--- src/rtl/mac_pkg.sv ---
// rtl/mac_pkg.sv - shared widths, tag and state types for the MAC output path
package mac_pkg;
    localparam int AW    = 20;
    localparam int OW    = 24;
    localparam int TILE  = 4;
    localparam int DEPTH = 16;

    typedef enum logic [1:0] {
        WB_IDLE   = 2'd0,
        WB_CLEAR  = 2'd1,
        WB_ACTIVE = 2'd2
    } wb_state_t;

    typedef struct packed {
        logic       valid;
        logic [3:0] addr;
        logic       acc;
    } tag_t;
endpackage

--- src/rtl/tag_delay.sv ---
// rtl/tag_delay.sv - LAT-deep shift register that aligns row tags with array results
module tag_delay
    import mac_pkg::*;
#(
    parameter int LAT = 3
) (
    input  logic CLK,
    input  logic RST,
    input  tag_t tag_in,
    output tag_t tag_out,
    output logic busy
);
    tag_t stage [LAT];

    always_ff @(posedge CLK) begin
        if (RST) begin
            for (int i = 0; i < LAT; i++) stage[i] <= '0;
        end else begin
            stage[0] <= tag_in;
            for (int i = 1; i < LAT; i++) stage[i] <= stage[i-1];
        end
    end

    assign tag_out = stage[LAT-1];

    always_comb begin
        busy = 1'b0;
        for (int i = 0; i < LAT; i++) busy = busy | stage[i].valid;
    end
endmodule

--- src/rtl/omem_writeback.sv ---
// rtl/omem_writeback.sv - tags MAC array rows and writes or accumulates them into output memory
module omem_writeback #(
    parameter int LAT = 3,
    parameter int AW  = mac_pkg::AW,
    parameter int OW  = mac_pkg::OW
) (
    input  logic            CLK,
    input  logic            RST,
    input  logic            CLR_REQ,
    input  logic            START_CALC,
    input  logic [3:0]      ODST,
    input  logic            ACC,
    input  logic [4*AW-1:0] ARR_DATA,
    input  logic [4*OW-1:0] OM_RDATA,
    output logic            OM_REN,
    output logic            OM_WEN,
    output logic [3:0]      OM_RADDR,
    output logic [3:0]      OM_WADDR,
    output logic [4*OW-1:0] OM_WDATA,
    output logic            Tile_Done,
    output logic            BUSY,
    output logic            ERR
);
    localparam int RW = $clog2(mac_pkg::TILE);
    localparam int CW = $clog2(mac_pkg::DEPTH);

    mac_pkg::wb_state_t state, state_nxt;
    mac_pkg::tag_t      tag_in, tag_out;

    logic [RW-1:0]   row_cnt;
    logic [1:0]      base_q;
    logic            acc_q;
    logic [CW-1:0]   clr_cnt;
    logic            push, err_set, sr_busy;
    logic            r_valid, r_acc, done_q, err_q;
    logic [3:0]      r_addr;
    logic [4*OW-1:0] r_data, arr_ext, acc_sum;
    logic            unused_odst;

    assign unused_odst = ^ODST[1:0];

    tag_delay #(.LAT(LAT)) u_tag_delay (
        .CLK     (CLK),
        .RST     (RST),
        .tag_in  (tag_in),
        .tag_out (tag_out),
        .busy    (sr_busy)
    );

    always_comb begin
        state_nxt = state;
        push      = 1'b0;
        err_set   = 1'b0;
        case (state)
            mac_pkg::WB_IDLE: begin
                if (CLR_REQ) begin
                    state_nxt = mac_pkg::WB_CLEAR;
                    err_set   = START_CALC;
                end else if (START_CALC) begin
                    state_nxt = mac_pkg::WB_ACTIVE;
                    push      = 1'b1;
                end
            end
            mac_pkg::WB_CLEAR: begin
                err_set = START_CALC | CLR_REQ;
                if (clr_cnt == CW'(mac_pkg::DEPTH - 1)) state_nxt = mac_pkg::WB_IDLE;
            end
            mac_pkg::WB_ACTIVE: begin
                push    = START_CALC;
                err_set = CLR_REQ;
                // The last row is being written this cycle once nothing remains in the delay line.
                if (!sr_busy && !START_CALC) state_nxt = mac_pkg::WB_IDLE;
            end
            default: state_nxt = mac_pkg::WB_IDLE;
        endcase
    end

    // The first row of a burst takes base/acc straight from the ports; later rows use the latched copy.
    always_comb begin
        tag_in       = '0;
        tag_in.valid = push;
        tag_in.addr  = {(row_cnt == '0) ? ODST[3:2] : base_q, row_cnt};
        tag_in.acc   = (row_cnt == '0) ? ACC : acc_q;
    end

    always_comb begin
        arr_ext = '0;
        acc_sum = '0;
        for (int k = 0; k < 4; k++) begin
            arr_ext[k*OW +: OW] = OW'($signed(ARR_DATA[k*AW +: AW]));
            acc_sum[k*OW +: OW] = OM_RDATA[k*OW +: OW] + r_data[k*OW +: OW];
        end
    end

    always_ff @(posedge CLK) begin
        if (RST) begin
            state   <= mac_pkg::WB_IDLE;
            row_cnt <= '0;
            base_q  <= '0;
            acc_q   <= 1'b0;
            clr_cnt <= '0;
            r_valid <= 1'b0;
            r_acc   <= 1'b0;
            r_addr  <= '0;
            r_data  <= '0;
            done_q  <= 1'b0;
            err_q   <= 1'b0;
        end else begin
            state   <= state_nxt;
            clr_cnt <= (state == mac_pkg::WB_CLEAR) ? clr_cnt + CW'(1) : '0;
            if (push) begin
                row_cnt <= row_cnt + RW'(1);
                if (row_cnt == '0) begin
                    base_q <= ODST[3:2];
                    acc_q  <= ACC;
                end
            end else begin
                row_cnt <= '0;
            end
            r_valid <= tag_out.valid;
            r_acc   <= tag_out.acc;
            r_addr  <= tag_out.addr;
            r_data  <= arr_ext;
            done_q  <= r_valid && (r_addr[RW-1:0] == RW'(mac_pkg::TILE - 1));
            err_q   <= err_q | err_set;
        end
    end

    assign OM_REN   = tag_out.valid & tag_out.acc;
    assign OM_RADDR = OM_REN ? tag_out.addr : '0;
    assign OM_WEN   = (state == mac_pkg::WB_CLEAR) | r_valid;

    always_comb begin
        OM_WADDR = '0;
        OM_WDATA = '0;
        if (state == mac_pkg::WB_CLEAR) begin
            OM_WADDR = clr_cnt;
        end else if (r_valid) begin
            OM_WADDR = r_addr;
            OM_WDATA = r_acc ? acc_sum : r_data;
        end
    end

    assign Tile_Done = done_q;
    assign BUSY      = (state != mac_pkg::WB_IDLE);
    assign ERR       = err_q;
endmodule

--- config.mk ---
export PLATFORM = sky130hd
export DESIGN_NAME = omem_writeback
export DESIGN_NICKNAME = d
export VERILOG_FILES = /design/src/rtl/mac_pkg.sv /design/src/rtl/tag_delay.sv /design/src/rtl/omem_writeback.sv
export SDC_FILE = /design/constraint.sdc
export NUM_CORES = 1
export LEC_CHECK = 0
export ABC_AREA = 1
export CAP_MARGIN = 20
export CORE_ASPECT_RATIO = 0.7
export CORE_UTILIZATION = 50
export DETAILED_ROUTE_END_ITERATION = 16
export PLACE_DENSITY = 0.84
export SKIP_CTS_REPAIR_TIMING = 1
export SYNTH_ARGS = -nofsm -noshare
export SYNTH_HDL_FRONTEND = slang
export SYNTH_SLANG_ARGS = --single-unit
--- constraint.sdc ---
create_clock -name CLK -period 4.1 [get_ports CLK]
set_input_delay 0.82 -clock CLK [delete_from_list [all_inputs] [get_ports CLK]]
set_output_delay 0.82 -clock CLK [all_outputs]
set_load 0.05 [all_outputs]
# Word-level counts from Yosys, hierarchy flattened

Memories as Yosys holds them, arrays and structs flattened.
Index checks and enable logic that the tools add are counted.

Register bits after elaboration: 111
Memory bits (writable): 18
Output and inout bits: 109
Word-level logic and storage cells: 70
Memories: 1

Add/subtract/negate cells: 6
Equality and inequality tests: 7
Muxes and demuxes: 24
Bitwise logic cells: 11
Reductions and logical operators: 10

Memory list:

| memory            | depth | width | rd ports | clocked after memory_dff | wr ports | RTL line        | text |
|---|---|---|---|---|---|---|---|
| u_tag_delay.stage | 3     | 6     | 3        | 0                        | 3        | tag_delay.sv:13 | `tag_t stage [LAT];` |

Operators with widths:

| kind                  | count |
|---|---|
| $mux W96              | 3 |
| $add A24 B24 Y24      | 4 |
| $mux W6               | 3 |
| $mux W4               | 3 |
| $mux W2               | 5 |
| $or A1 B1 Y1          | 8 |
| $mux W1               | 7 |
| $pmux W2 S3           | 1 |
| $add A4 B1 Y4 const B | 1 |
| $eq A2 B2 Y1 const B  | 2 |
| $eq A4 B4 Y1 const B  | 1 |
| $logic_not A2 Y1      | 2 |
| $ne A2 B2 Y1 const B  | 2 |
| $reduce_or A2 Y1      | 2 |
| $ne A3 B3 Y1 const B  | 1 |
| $pmux W1 S3           | 1 |
| $reduce_and A3 Y1     | 1 |
| $add A2 B1 Y2 const B | 1 |
| $eq A2 B1 Y1 const B  | 1 |
| $logic_and A1 B1 Y1   | 2 |
| $logic_not A1 Y1      | 2 |
| $not A1 Y1            | 2 |
| $pmux W1 S2           | 1 |
| $reduce_bool A2 Y1    | 1 |
| $and A1 B1 Y1         | 1 |

# Depth between registers and ports, before layout

Word-level depth: 6
Mapped depth: 14

# Hierarchy

A second synthesis with hierarchy kept.

Cell total of the unflattened synthesis: 2214
Area total of the unflattened synthesis: 12036.5 µm²

By module, submodules not included:

| module         | instances | cells each | area each (µm²) |
|---|---|---|---|
| omem_writeback | 1         | 2150       | 11462.2 |
| tag_delay      | 1         | 64         | 574.3 |

# Worst setup path after synthesis

Ideal clock, no wire load.

Kind: in2out
Start point: input OM_RDATA[48]
End point: output OM_WDATA[62]
Arrival time: 2.618 ns
Required time: 3.280 ns
Slack: 0.662 ns
Stages: 11
Path buffers: 0
Cell sequence: ha_1 fa_1 nand2_1 nand2_1 nand3_1 nand2_1 nand3_1 nand3_1 nand2_1 nor2_1 nor2_1

Word-level cells in the longest chain between the ends: 4

Ends and longest elaborated chain:

| element            | RTL line              | text |
|---|---|---|
| start: declaration | omem_writeback.sv:14  | `input logic [4*OW-1:0] OM_RDATA,` |
| $add A24 B24 Y24   | omem_writeback.sv:91  | `acc_sum[k*OW +: OW] = OM_RDATA[k*OW +: OW] + r_data[k*OW +: OW];` |
| $mux W96           | omem_writeback.sv:140 | `OM_WDATA = r_acc ? acc_sum : r_data;` |
| $mux W96           | omem_writeback.sv:138 | `end else if (r_valid) begin` |
| $mux W96           | omem_writeback.sv:136 | `if (state == mac_pkg::WB_CLEAR) begin` |
| end: declaration   | omem_writeback.sv:19  | `output logic [4*OW-1:0] OM_WDATA,` |

Every way passes these cells.

# Final worst setup path

Start point: input OM_RDATA[24]
End point: output OM_WDATA[38]

The elaborated chain is that of the path after synthesis.

==> metrics.yaml <==
synth_edf_count: 0
die_w_um: 186
slowest_delay_ns: 0.46
syn_area_per_cell_um2: 5.43
grt_pass1_vias: 12500
synth-adder-area-share_pct: 10.6
rows: 46
drv_cap: 0
pre_cts_slack_ns: 0.0807
globalRouteOverflowTotal: 0
die_area_mm2: 0.0244
timing.reg2reg.setup_slack_ns: 2.78
antenna_found_initial: 1
start_util_pct: 51.7
cp-end-kind: "output port"
synthXorXnorAreaFrac_pct: 2.29
area_growth_pct: 39.3
nets: 2751
cp.arrival_ns: 3.10
ff2ff_path_depth: 6
gp_congestion: 0.979
min_path_cells: 2
rsz0062_at_grt: "no"
peakVddDrop_mv: 0.309
syn-cell-area_mm2: 0.0119
setup_tns_ns: 0
wirelength_mm: 40.1
remaining_drc_errors: 0
cts_tree: "done"
synth.distinct_cells: 39
hold_end: "u_tag_delay.stage[0][9]"
io_pins: 294
critPathKind: "input pin to output port"
clockBufferDepth: 2
core_area_mm2: 0.0230
syn_nets: 2470
synth-seq-cells: 117
ant_nets: 0
initialDrtViolationCount: 1191
crit_chain: "clkdlybuf4s50_1 -> ha_1 -> fa_1 -> nand2_1 -> nand2_1 -> nand3_1 -> nand2_1 -> nand3_1 -> nand3_1 -> nand2_1 -> nor2_1 -> nor2_1 -> buf_12"
worst_slack_ns: 0.179
synth_simple_gate_area_share_pct: 43.0
worstPathMaxFanout: 4
crit_top_cell: "nand2_1"
slew-limit-headroom_pct: 46.0
vias: 14000
start_kind: "input pin"
worstMarginPinSlew_ns: 0.810
seq_area_frac_synth_pct: 19.7
routedLengthMet1_mm: 18.7
grt_pass1_wl_mm: 61.5
syn_inst: 2187
hpwl_mm: 32.1
cts-buffers-inserted: 17
r2r_end: "clr_cnt[3]"
crit_slowest_cell: "fa_1"
met2WireLength_mm: 17.3
ys_warn_count: 0
min_path_type: "flop to flop"
p_total_uw: 4070
route.met3.wl_mm: 3.14
cts_num_sinks: 117
top_layer: "met4"
via_per_inst: 5.01
path_clk_slew_ns: 0.06
drive_above_1_share_pct: 7.70
finalHoldViolations: 0
drtPass1Iterations: 6
required_ns: 3.28
synthMuxAreaShare_pct: 0.253
synth-compound-area-share_pct: 6.55
fin_skew_ns: 0.00575
insertion_delay_ns: 0.44
async_reset_ff_share_pct: 0
power-per-cell-area_mw_per_mm2: 246
max_freq_mhz: 255
drv_slew: 0
synth_top_family_by_area: "simple AND/OR/NAND/NOR gates"
ctsRootBufferMaster: "clkbuf_16"
h-tree-depth: 4
grtUsageTotal_pct: 32.3
min-delay-start: "u_tag_delay.stage[0][3]"
leakagePower_uw: 0.00920
period_needed_ns: 3.92
setup_viol: 0
portBuffers: 291
wl_per_cell_um: 14.4
fin_crit_sh_pct: 95.6
die_h_um: 131
ys.flop_type: "dfxtp_1"
grt_max_degree: 110
outcome: "completed"
rr_startpoint: "state[0]"
==> critical path, delay by kind of cell <==
family,cells,cell delay [ns]
buffers and inverters,2,0.61
and+or+nand+nor,9,0.90
adders and majority gates,2,0.77
==> flip-flops by register name, indices dropped and copies added (netlist names) <==
| signal | count |
|---|---|
| row_cnt | 2 |
| r_valid | 1 |
| u_tag_delay.stage | 18 |
| base_q | 2 |
| acc_q | 1 |
| r_addr | 4 |
| ERR | 1 |
| r_data | 80 |
| Tile_Done | 1 |
| state | 2 |
| clr_cnt | 4 |
| r_acc | 1 |
==> cell families (layout without fill, tap and decap cells) <==
group	Yosys count	after routing
other	0	1
buffers and inverters	547	841
adders and majority gates	98	98
muxes	3	3
DFF	117	117
and+or+nand+nor	1250	1250
xor gates and xnor gates	31	31
AOI/OAI and AO/OA	141	141
==> stage by stage <==
step	area (um2)	hold slack, ns	cells	util [%]
after detailed placement	15900	0.394	2761	69.3
final	16500	0.401	2794	72.0
after floorplan	11900	0.388	2187	-
after global routing	16500	0.414	2794	72.0
after CTS	16500	0.402	2793	72.0
after global placement	15900	0.388	2761	69.3
==> area by class of cell <==
| cell class | count | area [um2] |
|---|---|---|
| flip-flops and latches | 117 | 2350 |
| inverters | 507 | 1900 |
| repair buffers | 302 | 3840 |
| fillers | 1970 | 6420 |
| clock inverters | 14 | 174 |
| multi-input cells | 1523 | 7450 |
| clock buffers | 18 | 439 |
| well taps | 312 | 390 |
| diodes | 1 | 2.50 |
==> placed cells by master (no fill, tap or decap), drive strengths merged, types with 2 or more instances in the layout <==
master         count
nand4             28
nor3b              2
ha                94
nand3            134
bufinv             3
nand3b             7
fa                 4
mux2i              3
clkdlybuf4s50    198
a21o               3
dfxtp            117
or2                7
clkinvlp           4
and2               2
o21ai             49
buf              104
a21oi             73
nor3               9
nor2             374
inv              510
o211ai            12
clkbuf            18
nand2            686
clkinv             4
xnor2              6
xor2              25
==> layer usage <==
layer / up-vias / global-route usage (%)
met5: - / 0
met4: 0 / 10.4
met3: 70 / 5.52
met2: 551 / 51.6
met1: 6241 / 44.1
li1: 7124 / -
==> cells in the mapped netlist, types with 3 or more instances <==
cell type	count	area share [%]
nand2_1	675	21
inv_1	494	16
nor2_1	352	11
nand3_1	134	5.6
dfxtp_1	117	20
ha_1	94	9.9
a21oi_1	71	3.0
o21ai_0	38	1.6
nand4_1	28	1.5
xor2_1	25	1.8
nor2_2	19	1.0
clkbuf_1	18	0.57
buf_2	13	0.55
inv_2	12	0.38
nand2_2	11	0.58
o211ai_1	11	0.70
nor3_1	9	0.38
o21ai_1	8	0.34
nand3b_1	7	0.44
or2_1	7	0.37
buf_1	6	0.19
xnor2_1	6	0.44
fa_1	4	0.67
a21o_1	3	0.19
buf_6	3	0.28
mux2i_1	3	0.25
o21ai_2	3	0.22
==> power by group <==
part	switching, uW	internal, uW
Combinational	722	491
Clock	649	978
Sequential	36.0	1190
Total	1410	2660
==> worst max-delay path by stage <==
stage | to | start | slack (ns) | depth (start not counted)
after floorplan | OM_WDATA[62] | OM_RDATA[48] | 0.66 | 11
after global placement | OM_WDATA[88] | OM_RDATA[72] | 0.1 | 16
after detailed placement | OM_WDATA[88] | OM_RDATA[72] | 0.08 | 16
after CTS | OM_WDATA[88] | OM_RDATA[72] | 0.07 | 16
after global routing | OM_WDATA[92] | OM_RDATA[72] | 0.02 | 15
final | OM_WDATA[38] | OM_RDATA[24] | 0.18 | 13
Note: power is estimated with default switching activity, not from simulation.
